===== config.mk =====
export PLATFORM = sky130hd
export DESIGN_NAME = btn_debounce_multi
export DESIGN_NICKNAME = d
export VERILOG_FILES = /design/src/rtl/btn_pkg.sv /design/src/rtl/btn_debounce_chan.sv /design/src/rtl/btn_debounce_multi.sv
export SDC_FILE = /design/constraint.sdc
export NUM_CORES = 1
export LEC_CHECK = 0
export ABC_AREA = 1
export CORE_MARGIN = 2
export CORE_UTILIZATION = 30
export CTS_BUF_LIST = sky130_fd_sc_hd__clkbuf_16
export DETAILED_ROUTE_END_ITERATION = 16
export PLACE_DENSITY = 0.5
export SYNTH_ARGS = -nofsm -noshare
export SYNTH_HDL_FRONTEND = slang
export SYNTH_SLANG_ARGS = --single-unit

===== constraint.sdc =====
create_clock -name clk -period 2.4 [get_ports clk]
set_input_delay 0.48 -clock clk [delete_from_list [all_inputs] [get_ports clk]]
set_output_delay 0.48 -clock clk [all_outputs]
set_load 0.03 [all_outputs]

===== src/rtl/btn_pkg.sv =====
`timescale 1ns/1ps
// Shared definitions for the push-button debouncer: repeat FSM encoding,
// board channel indices and a counter-width helper.
package btn_pkg;

    typedef enum logic [1:0] {
        IDLE   = 2'd0,
        DELAY  = 2'd1,
        REPEAT = 2'd2
    } rpt_state_e;

    localparam int BTN_UP     = 0;
    localparam int BTN_DOWN   = 1;
    localparam int BTN_LEFT   = 2;
    localparam int BTN_RIGHT  = 3;
    localparam int BTN_CENTER = 4;

    // Bits needed to hold values 0..n-1, never less than one bit.
    function automatic int cnt_width(input int n);
        return (n <= 2) ? 1 : $clog2(n);
    endfunction

endpackage


===== src/rtl/btn_debounce_chan.sv =====
`timescale 1ns/1ps
// One button channel: 2-flop synchroniser, stable-count filter, registered
// press/release pulses and the hold-to-repeat FSM.
module btn_debounce_chan
    import btn_pkg::*;
#(
    parameter int STABLE_CYCLES = 5,
    parameter bit REPEAT_EN     = 1'b1,
    parameter int REPEAT_DELAY  = 50_000_000,
    parameter int REPEAT_PERIOD = 10_000_000
) (
    input  logic clk,
    input  logic rst_n,
    input  logic btn_i,
    output logic level_o,
    output logic press_o,
    output logic release_o,
    output logic press_next_o
);

    localparam int SW = cnt_width(STABLE_CYCLES + 1);
    localparam int RW = cnt_width((REPEAT_DELAY > REPEAT_PERIOD) ? REPEAT_DELAY : REPEAT_PERIOD);
    localparam logic [SW-1:0] STABLE_LAST = SW'(STABLE_CYCLES - 1);
    localparam logic [RW-1:0] DELAY_LAST  = RW'(REPEAT_DELAY - 1);
    localparam logic [RW-1:0] PERIOD_LAST = RW'(REPEAT_PERIOD - 1);

    logic          s1_q, s1_d, s2_q, s2_d;
    logic          level_q, level_d;
    logic          press_q, press_d, release_q, release_d;
    logic [SW-1:0] cnt_q, cnt_d;
    logic [RW-1:0] rcnt_q, rcnt_d;
    rpt_state_e    state_q, state_d;
    logic          rise, fall, rpt_pulse;

    // The count reaching STABLE_CYCLES is the toggle itself, so cnt never holds it.
    always_comb begin
        s1_d    = btn_i;
        s2_d    = s1_q;
        cnt_d   = '0;
        level_d = level_q;
        rise    = 1'b0;
        fall    = 1'b0;
        if (s2_q != level_q) begin
            if (cnt_q == STABLE_LAST) begin
                level_d = ~level_q;
                rise    = ~level_q;
                fall    = level_q;
            end else begin
                cnt_d = cnt_q + SW'(1);
            end
        end
    end

    always_comb begin
        state_d   = state_q;
        rcnt_d    = rcnt_q;
        rpt_pulse = 1'b0;
        case (state_q)
            IDLE: begin
                if (rise && REPEAT_EN) begin
                    state_d = DELAY;
                    rcnt_d  = '0;
                end
            end
            DELAY: begin
                if (rcnt_q == DELAY_LAST) begin
                    rpt_pulse = 1'b1;
                    rcnt_d    = '0;
                    state_d   = REPEAT;
                end else begin
                    rcnt_d = rcnt_q + RW'(1);
                end
            end
            REPEAT: begin
                if (rcnt_q == PERIOD_LAST) begin
                    rpt_pulse = 1'b1;
                    rcnt_d    = '0;
                end else begin
                    rcnt_d = rcnt_q + RW'(1);
                end
            end
            default: state_d = IDLE;
        endcase
        // A release always wins over a repeat due on the same edge.
        if (fall) begin
            state_d   = IDLE;
            rcnt_d    = '0;
            rpt_pulse = 1'b0;
        end
        press_d   = rise | rpt_pulse;
        release_d = fall;
    end

    always_ff @(posedge clk or negedge rst_n) begin
        if (!rst_n) begin
            s1_q      <= 1'b0;
            s2_q      <= 1'b0;
            cnt_q     <= '0;
            level_q   <= 1'b0;
            press_q   <= 1'b0;
            release_q <= 1'b0;
            rcnt_q    <= '0;
            state_q   <= IDLE;
        end else begin
            s1_q      <= s1_d;
            s2_q      <= s2_d;
            cnt_q     <= cnt_d;
            level_q   <= level_d;
            press_q   <= press_d;
            release_q <= release_d;
            rcnt_q    <= rcnt_d;
            state_q   <= state_d;
        end
    end

    assign level_o      = level_q;
    assign press_o      = press_q;
    assign release_o    = release_q;
    assign press_next_o = press_d;

endmodule


===== src/rtl/btn_debounce_multi.sv =====
`timescale 1ns/1ps
// Multi-channel button debouncer for the board push-buttons. The release
// output is called release_pulse because "release" is a reserved word.
module btn_debounce_multi
    import btn_pkg::*;
#(
    parameter int N_BTN         = 5,
    parameter int STABLE_CYCLES = 5,
    parameter bit REPEAT_EN     = 1'b1,
    parameter int REPEAT_DELAY  = 50_000_000,
    parameter int REPEAT_PERIOD = 10_000_000
) (
    input  logic             clk,
    input  logic             rst_n,
    input  logic [N_BTN-1:0] btn,
    output logic [N_BTN-1:0] level,
    output logic [N_BTN-1:0] press,
    output logic [N_BTN-1:0] release_pulse,
    output logic             any_press
);

    logic [N_BTN-1:0] press_next;
    logic             any_press_q, any_press_d;

    for (genvar i = 0; i < N_BTN; i++) begin : g_chan
        btn_debounce_chan #(
            .STABLE_CYCLES(STABLE_CYCLES),
            .REPEAT_EN    (REPEAT_EN),
            .REPEAT_DELAY (REPEAT_DELAY),
            .REPEAT_PERIOD(REPEAT_PERIOD)
        ) u_chan (
            .clk         (clk),
            .rst_n       (rst_n),
            .btn_i       (btn[i]),
            .level_o     (level[i]),
            .press_o     (press[i]),
            .release_o   (release_pulse[i]),
            .press_next_o(press_next[i])
        );
    end

    // Registered from the per-channel next-press terms so it lines up with press.
    always_comb begin
        any_press_d = |press_next;
    end

    always_ff @(posedge clk or negedge rst_n) begin
        if (!rst_n) begin
            any_press_q <= 1'b0;
        end else begin
            any_press_q <= any_press_d;
        end
    end

    assign any_press = any_press_q;

endmodule


==> metrics.md <==
| Metric | Value |
|---|---|
| Unrepaired setup endpoints after global routing | `no` |
| Row count | `71` |
| Slew HR | `67.2%` |
| Die Ht | `198 µm` |
| Outcome | `finished clean` |
| Via Count | `between 9,000 and 10,000` |
| Final ANT Viol Nets | `0` |
| Total Neg Setup Slack | `0 ns` |
| Area grow syn2layout | `11.8%` |
| All-Layer GR Usage | `between 10% and 20%` |
| EDFF count, synth | `0` |
| Register clock-pin slew on the reported worst setup and hold paths | `0.07 ns` |
| Layout cells sized above 1 | `8.99%` |
| Post-route insts no fill | `slightly above 2,000` |
| Pins Over Slew Limit | `0` |
| Placed insts | `2,037` |
| Hold WC Path Type | `input port to async pin` |
| CP endpoint kind | `flop` |
| CP max stage delay | `approximately 0.4 ns` |
| Area of placed instances | `between 10,000 and 15,000 µm²` |
| # hold bufs at CTS | `0` |
| Final Hold Fails | `0` |
| DRT iter0 DRCs | `644` |
| Top Family by Delay on Critical Path | `simple AND/OR/NAND/NOR gates` |
| Most frequent cell on the critical path | `nand2_1` |
| Core Util, Final | `between 30% and 40%` |
| Synth top area share | `40.1%` |
| Clock period minus worst slack | `between 2 and 2.5 ns` |
| CP required | `2.71 ns` |
| Reg-to-Reg End | `g_chan[3].u_chan.rcnt_q[20]` |
| Async SR Flop Fraction | `100%` |
| Num ports | `23` |
| Crit path DAT | `2.41 ns` |
| Initial antenna violation count | `0` |
| CP cell instances | `ha_1 > nand2_1 > nor2_2 > nand2_1 > nor2_1 > nand3_1 > nand2_1 > o21ai_2 > nand2_2 > a21oi_1` |
| Most used DFF post-synth | `dfrtp_1` |
| Vias in the first global route | `9,458` |
| Critical path launch point type | `flop` |
| Cell taking the most area after synthesis | `dfrtp_1` |
| Post-synthesis register bit count | `181` |
| DP Worst Slack | `0.305 ns` |
| Post-synth top cells | `nand2_1, nor2_1, inv_1, dfrtp_1, nand3_1` |
| Tot Pwr | `10.1 mW` |
| GPL Wtd Cong | `0.885` |
| TritonCTS clock tree | `done` |
| Post-CTS setup buffers | `0` |
| Number of detailed-route iterations in the first pass | `5` |
| Pwr/cell area | `802 nW/µm²` |
| CTS buffer count | `17` |
| First-pass GRT wire length | `around 46,000 µm` |
| Top-count cell post-synth | `nand2_1` |
| Gate Count Post-Synth | `~1,500` |
| Worst setup margin | `between 0.3 and 0.4 ns` |
| Maximum vdd ir drop | `around 0.56 mV` |
| IO buf count | `22` |
| Crit-path slowest cell | `dfrtp_1` |
| Clock Latency Late Sink | `0.45 ns` |
| R2R depth | `10` |
| CTS root buffer | `clkbuf_16` |
| Die ar. | `approximately 39,000 µm²` |
| Largest net degree at the start of global routing | `55` |
| Post-DP HPWL | `19,900 µm` |
| Syn nets | `between 1,500 and 2,000` |
| Synth Warn # | `0` |
| CORE AREA | `37,400 µm²` |
| Die width | `around 200 µm` |
| Fmax | `477 MHz` |
| CP Buf/Inv Count | `0` |
| CTS Buffer Depth | `2` |
| R2R setup slack | `0.30 ns` |
| Nets | `1,586` |
| CTS H-tree depth | `4` |
| Yosys cell types | `50` |
| Number of gates resized after cts | `0` |
| # clock sinks | `181` |
| R2r startpoint | `g_chan[3].u_chan.rcnt_q[0]` |
| CP Class | `flop to flop` |
| Final instance area | `roughly 13,000 µm²` |
| DRC | `0` |
| Slew @ Worst Pin | `0.487 ns` |
| # setup viols final | `0` |
| Cell area after synthesis | `11,300 µm²` |
| Wirelength per Cell | `about 13 µm` |
| Routed wire length | `26,600 µm` |
| Synth Area per Inst | `7.41 µm²` |
| Post-synthesis sequential area ratio | `40.1%` |
| DR vias/cell | `4.66` |
| Leak Pwr | `5.59 nW` |
| Final Cycle Share | `87.4%` |
| Global route overflow | `0` |
| Largest cells by area after synthesis | `dfrtp_1, nand2_1, nor2_1, inv_1, nand3_1` |
| Hold_ws | `0.00224 ns` |
| Final Skew | `0.0106 ns` |
| Initial Util | `30.2%` |
| Max_cap viols | `0` |
| # diodes | `0` |
| Crit path max fanout | `13` |
==> power breakdown <==
group	switching, mW	internal (mW)
registers	0.225	3.33
logic	2.69	1.06
clock network	1.29	1.54
total	4.20	5.93
==> cells in the final DEF (no fill, tap or decap), types with 15 or more instances in the layout <==
cell / count
nor3_1: 46
o22ai_1: 18
clkdlybuf4s50_1: 21
nand4_1: 44
o21ai_0: 40
nand2_1: 347
nor2_2: 26
o21ai_1: 15
clkbuf_16: 17
xor2_1: 46
dfrtp_1: 181
ha_1: 34
a21oi_1: 58
nand3_1: 110
nor2_1: 197
inv_1: 196
==> layout make-up <==
type | count | area [µm²]
fillers | 3968 | 24800
multi-input cells | 1095 | 5720
flip-flops and latches | 181 | 4530
inverters | 214 | 811
well taps | 511 | 639
clock buffers | 17 | 425
repair buffers | 36 | 354
clock inverters | 15 | 155
==> logic make-up after synthesis <==
family | count (synthesis) | share of synthesized area [%]
buffers and inverters | 249 | 9.34
AO/OA/AOI/OAI | 167 | 8.52
XOR/XNOR | 59 | 4.57
AND/OR/NAND/NOR | 835 | 33.7
adder cells (fa/ha/maj) | 34 | 3.76
flip-flops | 181 | 40.1
==> how the worst max path moves through the flow <==
| stage | startpoint | to | slack, ns | cells after the start |
|---|---|---|---|---|
| 6_report | g_chan[3].u_chan.rcnt_q[0] | g_chan[3].u_chan.rcnt_q[20] | 0.30 | 10 |
| 5_1_grt | g_chan[0].u_chan.cnt_q[0] | g_chan[0].u_chan.rcnt_q[9] | 0.08 | 11 |
| 3_3_place_gp | g_chan[3].u_chan.rcnt_q[0] | g_chan[3].u_chan.rcnt_q[20] | 0.33 | 10 |
| 3_5_place_dp | g_chan[3].u_chan.rcnt_q[0] | g_chan[3].u_chan.rcnt_q[15] | 0.31 | 10 |
| 4_1_cts | g_chan[2].u_chan.level_o | level[2] | 0.25 | 1 |
| 2_1_floorplan | g_chan[1].u_chan.rcnt_q[0] | g_chan[1].u_chan.rcnt_q[13] | 0.73 | 12 |
==> metal layers <==
metal | share of wire, % | wire (µm) | GRT usage, % | up-vias
met5 | 0 | 0 | 0 | -
met4 | 1.5 | 410 | 4.71 | 0
met3 | 3.6 | 957 | 2.40 | 21
met2 | 46 | 12100 | 23.5 | 142
met1 | 49 | 13100 | 19.5 | 4526
li1 | - | - | - | 4951
==> state kept, by name, indices dropped and copies added, names as in the netlist <==
name                     count
g_chan.u_chan.rcnt_q       130
g_chan.u_chan.s1_q           5
g_chan.u_chan.state_q       10
g_chan.u_chan.s2_q           5
g_chan.u_chan.press_o        5
g_chan.u_chan.release_o      5
g_chan.u_chan.cnt_q         15
any_press                    1
g_chan.u_chan.level_o        5
Power figures use the tool's default switching activity.
